### src/rtl/hermes_vc_buffer_if.sv
// Port bundle for hermes_vc_buffer: input flit link, credits, routing handshake and output link.
interface hermes_vc_buffer_if #(
  parameter int unsigned FLIT_SIZE = 32,
  parameter int unsigned NUM_VC    = 2
);
  localparam int unsigned VC_W = (NUM_VC > 1) ? $clog2(NUM_VC) : 1;

  logic                 rx_i;
  logic [VC_W-1:0]      vc_i;
  logic [FLIT_SIZE-1:0] data_i;
  logic [NUM_VC-1:0]    credit_o;
  logic                 overflow_o;
  logic                 req_o;
  logic                 req_ack_i;
  logic                 data_av_o;
  logic                 data_ack_i;
  logic                 sending_o;
  logic [VC_W-1:0]      vc_o;
  logic [FLIT_SIZE-1:0] data_o;

  modport slave (
    input  rx_i, vc_i, data_i, req_ack_i, data_ack_i,
    output credit_o, overflow_o, req_o, data_av_o, sending_o, vc_o, data_o
  );

  modport master (
    output rx_i, vc_i, data_i, req_ack_i, data_ack_i,
    input  credit_o, overflow_o, req_o, data_av_o, sending_o, vc_o, data_o
  );
endinterface

### src/rtl/hermes_vc_buffer.sv
// Multi-VC Hermes input buffer: per-VC circular FIFOs feeding a round-robin
// packet scheduler that streams one whole packet at a time onto the output link.
module hermes_vc_buffer #(
  parameter int unsigned BUFFER_SIZE = 8,
  parameter int unsigned FLIT_SIZE   = 32,
  parameter int unsigned NUM_VC      = 2
) (
  input  logic                 clk_i,
  input  logic                 rst_ni,
  hermes_vc_buffer_if.slave    bus
);
  localparam int unsigned VC_W  = (NUM_VC > 1) ? $clog2(NUM_VC) : 1;
  localparam int unsigned PTR_W = (BUFFER_SIZE > 1) ? $clog2(BUFFER_SIZE) : 1;

  typedef enum logic [2:0] {
    ST_IDLE, ST_REQ, ST_HEADER, ST_SIZE, ST_PAYLOAD, ST_END
  } state_e;

  logic [FLIT_SIZE-1:0] mem_q [NUM_VC][BUFFER_SIZE];
  logic [PTR_W-1:0]     head_q [NUM_VC];
  logic [PTR_W-1:0]     head_d [NUM_VC];
  logic [PTR_W-1:0]     tail_q [NUM_VC];
  logic [PTR_W-1:0]     tail_d [NUM_VC];
  logic [NUM_VC-1:0]    full_q, full_d, empty_q, empty_d;
  logic [NUM_VC-1:0]    wr_en, rd_en;
  logic                 overflow_q, overflow_d;

  state_e               state_q, state_d;
  logic [VC_W-1:0]      sel_q, sel_d;
  logic [VC_W-1:0]      rr_q, rr_d;
  logic [FLIT_SIZE-1:0] cnt_q, cnt_d;

  logic                 sending, data_av, xfer, found;
  logic [VC_W-1:0]      cand;
  int                   idx;

  // Wrap by explicit compare so any BUFFER_SIZE works.
  function automatic logic [PTR_W-1:0] ptr_inc(input logic [PTR_W-1:0] p);
    return (p == PTR_W'(BUFFER_SIZE - 1)) ? '0 : p + PTR_W'(1);
  endfunction

  assign sending = (state_q == ST_HEADER) || (state_q == ST_SIZE) || (state_q == ST_PAYLOAD);
  assign data_av = sending && !empty_q[sel_q];
  assign xfer    = data_av && bus.data_ack_i;

  // FIFO pointer and flag next-state; a read frees the slot a same-cycle write needs.
  always_comb begin
    wr_en   = '0;
    rd_en   = '0;
    head_d  = head_q;
    tail_d  = tail_q;
    full_d  = full_q;
    empty_d = empty_q;
    for (int v = 0; v < int'(NUM_VC); v++) begin
      rd_en[v] = xfer && (sel_q == VC_W'(v));
      wr_en[v] = bus.rx_i && (bus.vc_i == VC_W'(v)) && (!full_q[v] || rd_en[v]);
      if (wr_en[v]) head_d[v] = ptr_inc(head_q[v]);
      if (rd_en[v]) tail_d[v] = ptr_inc(tail_q[v]);
      if (wr_en[v] && !rd_en[v]) begin
        empty_d[v] = 1'b0;
        full_d[v]  = (ptr_inc(head_q[v]) == tail_q[v]);
      end else if (rd_en[v] && !wr_en[v]) begin
        full_d[v]  = 1'b0;
        empty_d[v] = (ptr_inc(tail_q[v]) == head_q[v]);
      end
    end
    overflow_d = bus.rx_i && (wr_en == '0);
  end

  always_ff @(posedge clk_i) begin
    if (!rst_ni) begin
      for (int v = 0; v < int'(NUM_VC); v++) begin
        head_q[v] <= '0;
        tail_q[v] <= '0;
      end
      full_q     <= '0;
      empty_q    <= '1;
      overflow_q <= 1'b0;
    end else begin
      head_q     <= head_d;
      tail_q     <= tail_d;
      full_q     <= full_d;
      empty_q    <= empty_d;
      overflow_q <= overflow_d;
    end
  end

  // Flit storage carries no reset.
  always_ff @(posedge clk_i) begin
    for (int v = 0; v < int'(NUM_VC); v++) begin
      if (wr_en[v]) mem_q[v][head_q[v]] <= bus.data_i;
    end
  end

  // Packet scheduler next-state.
  always_comb begin
    state_d = state_q;
    sel_d   = sel_q;
    rr_d    = rr_q;
    cnt_d   = cnt_q;
    found   = 1'b0;
    cand    = '0;
    idx     = 0;
    case (state_q)
      ST_IDLE: begin
        if (empty_q != '1) begin
          for (int i = 0; i < int'(NUM_VC); i++) begin
            idx = int'(rr_q) + i;
            if (idx >= int'(NUM_VC)) idx = idx - int'(NUM_VC);
            cand = VC_W'(idx);
            if (!found && !empty_q[cand]) begin
              found = 1'b1;
              sel_d = cand;
            end
          end
          state_d = ST_REQ;
        end
      end
      ST_REQ:    if (bus.req_ack_i) state_d = ST_HEADER;
      ST_HEADER: if (xfer) state_d = ST_SIZE;
      ST_SIZE: begin
        if (xfer) begin
          if (bus.data_o != '0) begin
            cnt_d   = bus.data_o;
            state_d = ST_PAYLOAD;
          end else begin
            state_d = ST_END;
          end
        end
      end
      ST_PAYLOAD: begin
        if (xfer) begin
          cnt_d = cnt_q - FLIT_SIZE'(1);
          if (cnt_q == FLIT_SIZE'(1)) state_d = ST_END;
        end
      end
      ST_END: begin
        rr_d    = (sel_q == VC_W'(NUM_VC - 1)) ? '0 : sel_q + VC_W'(1);
        state_d = ST_IDLE;
      end
      default: state_d = ST_IDLE;
    endcase
  end

  always_ff @(posedge clk_i) begin
    if (!rst_ni) begin
      state_q <= ST_IDLE;
      sel_q   <= '0;
      rr_q    <= '0;
      cnt_q   <= '0;
    end else begin
      state_q <= state_d;
      sel_q   <= sel_d;
      rr_q    <= rr_d;
      cnt_q   <= cnt_d;
    end
  end

  assign bus.credit_o   = ~full_q;
  assign bus.overflow_o = overflow_q;
  assign bus.req_o      = (state_q == ST_REQ);
  assign bus.sending_o  = sending;
  assign bus.data_av_o  = data_av;
  assign bus.vc_o       = sel_q;
  assign bus.data_o     = mem_q[sel_q][tail_q[sel_q]];
endmodule

### src/flat_wrapper.sv
// flat-port wrapper written by rule: the top's interface ports become plain ports
module hermes_vc_buffer_flat 
#(
  parameter int unsigned BUFFER_SIZE = 8,
  parameter int unsigned FLIT_SIZE   = 32,
  parameter int unsigned NUM_VC      = 2
)
  (clk_i, rst_ni, bus_rx_i, bus_vc_i, bus_data_i, bus_req_ack_i, bus_data_ack_i, bus_credit_o, bus_overflow_o, bus_req_o, bus_data_av_o, bus_sending_o, bus_vc_o, bus_data_o);
  hermes_vc_buffer_if #(.FLIT_SIZE(FLIT_SIZE), .NUM_VC(NUM_VC)) bus_i ();
  input  logic clk_i;
  input  logic rst_ni;
  input wire logic [$bits(bus_i.rx_i)-1:0] bus_rx_i;
  input wire logic [$bits(bus_i.vc_i)-1:0] bus_vc_i;
  input wire logic [$bits(bus_i.data_i)-1:0] bus_data_i;
  input wire logic [$bits(bus_i.req_ack_i)-1:0] bus_req_ack_i;
  input wire logic [$bits(bus_i.data_ack_i)-1:0] bus_data_ack_i;
  output wire logic [$bits(bus_i.credit_o)-1:0] bus_credit_o;
  output wire logic [$bits(bus_i.overflow_o)-1:0] bus_overflow_o;
  output wire logic [$bits(bus_i.req_o)-1:0] bus_req_o;
  output wire logic [$bits(bus_i.data_av_o)-1:0] bus_data_av_o;
  output wire logic [$bits(bus_i.sending_o)-1:0] bus_sending_o;
  output wire logic [$bits(bus_i.vc_o)-1:0] bus_vc_o;
  output wire logic [$bits(bus_i.data_o)-1:0] bus_data_o;
  assign bus_i.rx_i = bus_rx_i;
  assign bus_i.vc_i = bus_vc_i;
  assign bus_i.data_i = bus_data_i;
  assign bus_i.req_ack_i = bus_req_ack_i;
  assign bus_i.data_ack_i = bus_data_ack_i;
  assign bus_credit_o = bus_i.credit_o;
  assign bus_overflow_o = bus_i.overflow_o;
  assign bus_req_o = bus_i.req_o;
  assign bus_data_av_o = bus_i.data_av_o;
  assign bus_sending_o = bus_i.sending_o;
  assign bus_vc_o = bus_i.vc_o;
  assign bus_data_o = bus_i.data_o;
  hermes_vc_buffer #(.BUFFER_SIZE(BUFFER_SIZE), .FLIT_SIZE(FLIT_SIZE), .NUM_VC(NUM_VC)) u_core (.clk_i(clk_i), .rst_ni(rst_ni), .bus(bus_i));
endmodule
### config.mk
export PLATFORM = sky130hd
export DESIGN_NAME = hermes_vc_buffer_flat
export DESIGN_NICKNAME = d
export VERILOG_FILES = /design/src/rtl/hermes_vc_buffer_if.sv /design/src/rtl/hermes_vc_buffer.sv /design/src/flat_wrapper.sv
export SDC_FILE = /design/constraint.sdc
export NUM_CORES = 1
export LEC_CHECK = 0
export ABC_AREA = 0
export BUFFER_PORTS_ARGS = -buffer_cell sky130_fd_sc_hd__buf_2
export CAP_MARGIN = 10
export CORE_ASPECT_RATIO = 1.5
export CORE_MARGIN = 4
export CORE_UTILIZATION = 29
export CTS_CLUSTER_SIZE = 10
export DETAILED_ROUTE_END_ITERATION = 10
export GPL_ROUTABILITY_DRIVEN = 0
export PLACE_DENSITY = 0.43
export SETUP_SLACK_MARGIN = 0.3
export SLEW_MARGIN = 20
export SYNTH_ARGS = -nofsm -noshare
export SYNTH_HDL_FRONTEND = slang
export SYNTH_SLANG_ARGS = --single-unit
### constraint.sdc
create_clock -name clk_i -period 7.4 [get_ports clk_i]
set_input_delay 0.37 -clock clk_i [delete_from_list [all_inputs] [get_ports clk_i]]
set_output_delay 0.37 -clock clk_i [all_outputs]
set_load 0.02 [all_outputs]
==> qor.csv, run 1 <==
metric;value;unit
outcome;completed;
synth_flop_cell;edfxtp_1;
min_period;5.05;ns
final_common_cell;edfxtp_1;
relSlewSlack;33.9;%
period_share;68.2;%
clk_path_buf_depth;3;
vias_per_cell;5.12;
synthXorXnorAreaFrac;0.346;%
coreArea;0.0777;mm²
p_leak;8.35;nW
tightest_slew;0.992;ns
grt_pass1_wl;94100;µm
pwr-share-clk;39.3;%
r2r_slack;2.35;ns
antenna_found_initial;5;
fillCellCount;7373;
reg2regPathDepth;10;
synth_compound_area_share;6.29;%
final_cell_mix;edfxtp_1, nand2_1, mux4_2;
netlist_instances;1284;
worst_clock_skew;0.0239;ns
regToRegEndpoint;u_core.cnt_q[17];
synth_fa_ha_area_share;0.659;%
start_util;29.3;%
cp_data_required_time;7.90;ns
cp-end-kind;flop;
ys_seq_area_share;72.3;%
setup_violations;0;
power_density;279;mW/mm²
grt_max_degree;78;
multi_input_area;0.00602;mm²
grt_pass1_vias;13000;
hold_path.class;input pin to flop;
rsz0062_at_grt;false;
drive_gt1_share;22.8;%
synth_area;0.0228;mm²
rows;125;
worstHoldStart;bus_data_i[26];
dpl_cell_area;0.0245;mm²
slew_viol_final;0;
io_buffers;76;
clk_latency;0.59;ns
syn2layout_area_growth;15.5;%
clock-sinks;567;
cp-start-kind;flop;
criticalPathCategory;flop to flop;
hold_viol_final;0;
synth_warnings;0;
drc_errors;0;
detail-route-antenna-nets;0;
final_area;0.0263;mm²
dp_hpwl;36200;µm
irDropWorstVdd;0.135;mV
finalSetupTns;0;ns
combPwrFrac;11.9;%
first_pass_iters;5;
swShare;24.6;%
die-height;351;µm
wire_per_inst;26.7;µm
seqCellArea;0.0165;mm²
die_x;237;µm
crit_path_max_fanout;77;
p_int;5.54;mW
synth_seq_cells;567;
finalWirelength;65100;µm
floorplan.die_area;0.0832;mm²
cts-root-buf;clkbuf_16;
maxCapViolations;0;
rr_startpoint;u_core.bus.vc_o;
power.total;7.35;mW
min_to;u_core.mem_q[0][26];
min_delay_path_depth;1;
synthSimpleGateAreaFrac;5.49;%
seqPwrFrac;48.8;%
synthDistinctLibCells;63;
synthArstFlopShare;0;%
overflow;0;
crit_arrival;5.54;ns
grt.total_usage;15.5;%
p_switching;1.81;mW
dr_total_vias;12500;
cts_tree;done;
clk_pin_slew_worst_paths;0.07;ns
synth_area_per_cell;17.8;µm²
fmax;198;MHz
synth_top_family_by_area;multiplexers;
cts_made_buffers;66;
nets;1442;
syn_nets;1334;
post_cts_buffers;0;
synth_edf_count;512;
num_io_pins;77;
drt-initial-drc-count;954;
synthMuxAreaShare;12.9;%
cts-htree-levels;3;
-- state kept, by name, indices dropped and copies added (netlist names), named ones only --
register / flops
u_core.state_q: 3
u_core.full_q: 2
u_core.rr_q: 1
u_core.head_q: 6
u_core.cnt_q: 32
u_core.bus.vc_o: 1
u_core.bus.overflow_o: 1
u_core.tail_q: 6
u_core.empty_q: 2
u_core.mem_q: 512
-- power groups by stage --
stage,Clock [mW],Combinational (mW),Sequential [mW]
2_1_floorplan,0,0.586,3.61
3_3_place_gp,0,0.892,3.65
3_5_place_dp,0,0.892,3.66
4_1_cts,2.98,0.894,3.59
5_1_grt,3.11,0.944,3.60
6_report,2.89,0.877,3.59
-- worst max-delay path: stages, from the launching register on --
cell      delay [ns]
dfxtp_1         0.69
mux2_8          0.75
buf_4           0.40
mux4_2          0.35
a22oi_1         0.16
nand2_1         0.23
nor4_1          0.58
nand2_1         0.26
o311ai_4        0.72
nand2_2         0.42
o22ai_1         0.27
-- stage by stage --
stage	setup slack, ns	utilization [%]	std cells	hold slack (ns)
floorplan	1.64	-	1284	0.447
global placement	2.05	31.5	2339	0.457
detailed placement	2.04	31.5	2339	0.462
CTS	2.01	33.8	2434	0.120
global route	2.02	33.8	2435	0.147
finish	2.35	33.9	2438	0.152
-- synthesized netlist by cell type (3+ instances only) --
master     instances  area (µm²)
mux2i_1           33         330
a22o_1             7        61.3
nand4_1            4        25.0
ha_1              12         150
nor2_1            34         128
o211a_1            4        40.0
buf_6             13         146
dfxtp_1           55        1100
a21boi_0           3        22.5
a211o_1            7        61.3
a22oi_1           35         263
xnor2_1            5        43.8
edfxtp_1         512       15400
o22ai_1           22         138
or3_1              8        50.1
a2bb2oi_1         12         105
o21ai_0           24         120
a31oi_1            6        37.5
nand3_1           25         125
clkbuf_1          29         109
and3_1             3        18.8
o31ai_1           18         135
or2_2              3        18.8
buf_4              4        30.0
nor4_1            11        68.8
xor2_1             4        35.0
mux4_1             3        78.8
nor2b_1           11        68.8
a21oi_1           26         130
o211ai_1           6        45.0
inv_1             14        52.6
nand2_1          112         420
nor3_1            18        90.1
buf_1              3        11.3
o41ai_1            5        43.8
nand2b_1           6        37.5
and2_1             7        43.8
o32ai_1            8        70.1
buf_2             22         110
nor3b_1            9        67.6
mux4_2           112        2520
-- worst max path at each step --
stage,start,to,cells past startpoint
after detailed placement,u_core.bus.vc_o,u_core.cnt_q[17],10
after floorplan,u_core.bus.vc_o,u_core.mem_q[1][160],7
after global placement,u_core.bus.vc_o,u_core.cnt_q[21],10
after CTS,u_core.bus.vc_o,u_core.cnt_q[21],10
final,u_core.bus.vc_o,u_core.cnt_q[17],10
after global routing,u_core.bus.vc_o,u_core.cnt_q[17],10
-- final cells by class --
cell class | count | share of cell area (%)
antenna | 4 | 0.0380
clock buffer | 92 | 6.89
clock inverter | 2 | 0.0666
inverter | 14 | 0.200
multi-input combinational | 632 | 22.9
sequential | 567 | 62.6
tap | 1016 | 4.83
timing repair buffer | 111 | 2.50
-- cells by family (layout without fill, tap and decap cells) --
family / count (synthesis) / in the layout
AOI/OAI and AO/OA: 201 / 201
xor gates and xnor gates: 9 / 9
adders and majority gates: 12 / 12
buffers and inverters: 85 / 219
DFF: 567 / 567
muxes: 149 / 149
other: 0 / 4
and+or+nand+nor: 261 / 261
-- timing repair --
action,CTS,global route
resized for setup,0,0
hold buffers,1,0
hold endpoints to repair,1,0
-- layer usage --
layer / track usage [%] / share of wire [%] / vias up / wire [µm]
met2: 27.0 / 51 / 350 / 33300
met3: 2.66 / 4.5 / 83 / 2920
met1: 19.7 / 42 / 6611 / 27100
li1: - / - / 5440 / -
met4: 5.25 / 2.8 / 0 / 1860
met5: 0 / 0 / - / 0
No activity file was read; power rests on OpenSTA's default activity.
==> run 2, diff against run 1 <==
Settings changed: PLACE_DENSITY 0.43 to 0.45.
Clock period 7.4 ns to 4.1 ns, I/O delays scaled along.
==> run 2 against run 1 <==
  * Final area rose by 4.5%
  * Critical path type unchanged
  * Clock skew decreased by 0.0038 ns
  * Final cell count up 3.2%
  * Hold slack gained 0.0044 ns
  * Non-clock buffer count up 85
  * Fmax rose by 40%
  * Critical path depth rose by 1
  * Highest routed layer is now met5
  * Die area unchanged
==> qor.csv, run 2 (synthesis gave the netlist of run 1 again) <==
metric;value;unit
fmax;277;MHz
antenna_found_initial;2;
hold_path.class;input pin to flop;
power_density;496;mW/mm²
rsz0062_at_grt;false;
cp-start-kind;flop;
final_common_cell;edfxtp_1;
finalWirelength;66300;µm
die_x;237;µm
cp-end-kind;flop;
die-height;351;µm
finalSetupTns;0;ns
slowest_delay;0.45;ns
clk_latency;0.58;ns
clk_path_buf_depth;3;
cts_made_buffers;67;
largest_reg_flops;512;
final_area;0.0275;mm²
cts_tree;done;
drt-initial-drc-count;975;
grt_max_degree;48;
crit_arrival;4.06;ns
crit_path_max_fanout;26;
crit_chain;mux2_8, buf_4, mux4_2, a222oi_1, nand2_1, nor4_1, nand3_1, nor4_2, nand2b_1, buf_12, o22ai_1;
tightest_slew;0.855;ns
final_cell_mix;edfxtp_1, mux4_2, nand2_1;
cp-endpoint;u_core.cnt_q[7];
irDropWorstVdd;0.243;mV
fillCellCount;7280;
period_share;88.1;%
io_buffers;76;
rr_startpoint;u_core.bus.vc_o;
worst_clock_skew;0.0201;ns
nets;1528;
cts-root-buf;clkbuf_16;
slowest_stage;a222oi_1;
hold_viol_final;0;
relSlewSlack;43.0;%
grt_pass1_wl;95000;µm
drc_errors;0;
final_core_util;35.4;%
multi_input_area;0.00611;mm²
wire_per_inst;26.4;µm
clock-sinks;567;
dp_hpwl;38900;µm
setup_violations;0;
vias_per_cell;5.14;
dr_total_vias;12900;
start_util;29.3;%
clk_pin_slew_worst_paths;0.06;ns
final_cell_count_no_fill;2516;
r2r_slack;0.49;ns
p_leak;8.86;nW
floorplan.die_area;0.0832;mm²
overflow;0;
reg2regPathDepth;11;
cp_data_required_time;4.54;ns
crit_start;u_core.bus.vc_o;
grt_pass1_vias;13500;
regToRegEndpoint;u_core.cnt_q[7];
num_io_pins;77;
antenna_cells;0;
cts-htree-levels;3;
maxCapViolations;0;
rows;125;
seqCellArea;0.0165;mm²
post-place-cells;2381;
coreArea;0.0777;mm²
syn2layout_area_growth;20.7;%
dpl_cell_area;0.0252;mm²
detail-route-antenna-nets;0;
outcome;completed;
first_pass_iters;4;
drive_gt1_share;25.5;%
min_period;3.61;ns
criticalPathCategory;flop to flop;
slew_viol_final;0;
grt.total_usage;15.7;%
## run 2: area by class of cell
type | count | area share [%]
clock buffer | 88 | 6.73
clock inverter | 3 | 0.0819
inverter | 14 | 0.191
multi-input combinational | 632 | 22.2
sequential | 567 | 59.9
tap | 1016 | 4.62
timing repair buffer | 196 | 6.27
## run 2: power breakdown
part / switching, mW / leakage (nW) / internal (mW)
registers: 0.0622 / 5.07 / 6.38
clock network: 2.16 / 0.914 / 3.11
logic: 1.15 / 2.87 / 0.777
total: 3.37 / 8.86 / 10.3
## run 2: stage by stage
step | setup WS [ns] | total power, mW | hold WS [ns]
finish | 0.488 | 13.6 | 0.156
global route | 0.320 | 14.2 | 0.184
CTS | 0.276 | 13.8 | 0.107
detailed placement | 0.239 | 8.44 | 0.478
global placement | 0.304 | 8.43 | 0.458
floorplan | -0.131 | 7.58 | 0.304
## run 2: layer usage
metal / vias up / wire length (µm) / global-route usage [%]
met4: 2 / 1900 / 5.20
li1: 5605 / - / -
met3: 97 / 3120 / 2.96
met2: 363 / 34000 / 27.4
met1: 6874 / 27300 / 19.6
met5: - / 13 / 0
## run 2: how the worst min path moves through the flow
stage,from,slack [ns],to,depth (start not counted)
floorplan,bus_data_i[0],0.30,u_core.mem_q[0][0],0
global placement,u_core.cnt_q[20],0.46,u_core.cnt_q[20],2
detailed placement,bus_rx_i,0.48,u_core.bus.overflow_o,3
CTS,bus_data_ack_i,0.11,u_core.cnt_q[0],4
global route,bus_data_ack_i,0.18,u_core.cnt_q[0],4
finish,bus_data_ack_i,0.16,u_core.cnt_q[0],4
## run 2: what timing repair did
action                                  in CTS  in global routing
setup buffers                                0                 10
hold buffers                                34                  0
endpoints found under the setup margin      18                 95
pin swaps                                    0                  2
hold endpoints to repair                   508                  0
resized for setup                            1                  4
cloned                                       0                  0
## run 2: worst max-delay path, delay by kind of cell (launching register included)
family                 cells  cell delay [ns]
AO/OA/AOI/OAI              2             0.57
buffers and inverters      2             0.41
AND/OR/NAND/NOR            5             1.32
flip-flops                 1             0.42
multiplexers               2             0.76
==> run 3, diff against run 2 <==
Settings changed: ABC_AREA 0 to 1.
==> run 3 against run 2 <==
  * Via count rose by 32%
  * First-iteration DRC count rose by 22%
  * Non-clock buffer count fell by 40
  * Synthesized area rose by 6.8%
  * Clock skew fell by 0.0021 ns
  * Critical endpoint is now u_core.mem_q[1][13]
  * Largest power group unchanged
==> qor.csv, run 3 <==
metric;value;unit
grt.total_usage;16.8;%
syn2layout_area_growth;17.0;%
cts_tree;done;
yosysTopAreaCellShare;63.1;%
cts-root-buf;clkbuf_16;
min_period;3.50;ns
overflow;0;
drive_gt1_share;9.37;%
coreArea;0.0830;mm²
final_common_cell;nand2_1;
vias_per_cell;4.79;
synth_seq_cells;567;
clk_latency;0.60;ns
relSlewSlack;31.7;%
period_share;85.4;%
crit_start;u_core.state_q[0];
io_buffers;76;
crit_path_max_fanout;23;
floorplan.die_area;0.0888;mm²
tightest_slew;1.02;ns
synthDistinctLibCells;35;
netlist_instances;2341;
hold_viol_final;0;
drt-initial-drc-count;1189;
antenna_found_initial;2;
dp_hpwl;44100;µm
start_util;29.4;%
worstHoldStart;bus_data_i[26];
grt_pass1_vias;17200;
synth_warnings;0;
post_cts_buffers;0;
post-place-cells;3451;
detail-route-antenna-nets;0;
dr_total_vias;17100;
power_density;503;mW/mm²
clock-sinks;567;
yosys-top-cells-count;nand2_1, edfxtp_1, nand3_1;
synth_edf_count;512;
clk_pin_slew_worst_paths;0.06;ns
setup_violations;0;
grt_pass1_wl;113000;µm
num_io_pins;77;
crit_arrival;3.75;ns
synth_flop_cell;edfxtp_1;
r2r_slack;0.60;ns
drc_errors;0;
rows;129;
die-height;363;µm
nets;2488;
final_core_util;34.4;%
first_pass_iters;5;
clk_path_buf_depth;3;
cp_data_required_time;4.34;ns
synth_area_per_cell;10.4;µm²
final_cell_mix;nand2_1, edfxtp_1, nand3_1;
outcome;completed;
worst_clock_skew;0.0180;ns
yosys.area.top_type;edfxtp_1;
synth_area;0.0243;mm²
finalWirelength;76300;µm
criticalPathCategory;flop to flop;
finalSetupTns;0;ns
syn_nets;2391;
yosys-top-cells-area;edfxtp_1, nand2_1, nand3_1, dfxtp_1, nor2_1;
synthArstFlopShare;0;%
rsz0062_at_grt;false;
cp-start-kind;flop;
maxCapViolations;0;
grt_max_degree;151;
largest_reg_flops;512;
fmax;285;MHz
p_leak;10.6;nW
cts_made_buffers;67;
cts-htree-levels;3;
layout_setup_ws;0.597;ns
hold_path.class;input pin to flop;
die_x;245;µm
rr_startpoint;u_core.state_q[0];
final_cell_count_no_fill;3571;
slew_viol_final;0;
ys_seq_area_share;67.7;%
cp-end-kind;flop;
wire_per_inst;21.4;µm
dp_slack;0.0799;ns
synth_most_common_cell;nand2_1;
irDropWorstVdd;0.232;mV
==> run 3: cell types whose count changed after synthesis, moves of 16 or more <==
cell	change
buf_2	+40
nand3_1	+350
o21ai_0	+64
nor2_1	+193
mux4_2	-112
o22ai_1	-19
a22oi_1	-35
inv_1	+90
nand2_1	+589
o31ai_1	-18
xor2_1	+16
a21oi_1	+23
mux2i_1	-33
==> run 3: per-layer routing <==
layer / routed length, µm / GRT usage, % / part of all wire (%) / up-vias
li1: - / - / - / 8167
met1: 31000 / 19.8 / 41 / 8454
met2: 39400 / 30.3 / 52 / 357
met3: 2680 / 2.33 / 3.5 / 127
met4: 3150 / 7.41 / 4.1 / 0
met5: 0 / 0 / 0 / -
==> run 3: logic make-up after synthesis <==
group / after synthesis / synth area share, %
xor+xnor: 24 / 0.863
fa+ha+maj: 12 / 0.617
flops: 567 / 67.7
compound gates: 167 / 3.61
buf+inv: 235 / 4.30
simple gates: 1336 / 23.0
==> run 3: layout make-up <==
cell class / count / area [µm²]
inverters: 107 / 407
flip-flops and latches: 567 / 16500
repair buffers: 156 / 1390
clock inverters: 5 / 30.0
fillers: 8400 / 54500
well taps: 1113 / 1390
diodes: 3 / 7.51
clock buffers: 81 / 1770
multi-input cells: 1539 / 7020
==> run 3: worst paths after layout <==
check                           cells after the start              endpoint
worst min-delay path                                1  u_core.mem_q[1][122]
worst max register to register                     14   u_core.mem_q[1][13]
worst min register to register                      2           u_core.rr_q
worst max-delay path                               14   u_core.mem_q[1][13]
==> run 3: what timing repair did <==
action / in CTS / in global routing
gates resized for setup: 4 / 3
hold endpoints to repair: 462 / 0
setup endpoints to repair: 27 / 57
hold buffers: 31 / 0
==> run 3: metrics by stage <==
step           power [mW]  instance area [µm²]  hold slack, ns
5_1_grt              14.9                28500          0.0285
3_5_place_dp         9.26                26300           0.446
3_3_place_gp         9.26                26300           0.442
6_report             14.3                28500          0.0360
4_1_cts              14.5                28500         0.00136
2_1_floorplan        8.11                24400           0.304
==> run 3: power breakdown <==
| part | switching (mW) | internal (mW) |
|---|---|---|
| clock | 2.20 | 3.00 |
| combinational | 1.93 | 0.717 |
| sequential | 0.0598 | 6.42 |
| total | 4.19 | 10.1 |
==> run 3: critical path, cell delays in order, from the launching register on <==
cell and delay (ns):
dfxtp_1 0.34, nor2_1 0.16, inv_1 0.08, nor2_2 0.11, nor2_1 0.08, a211oi_2 0.19
nand2_1 0.24, nor2_1 0.33, inv_1 0.15, nand2_1 0.10, nand3_1 0.21, inv_1 0.24
nand2_1 0.28, nor2_4 0.24, buf_6 0.37
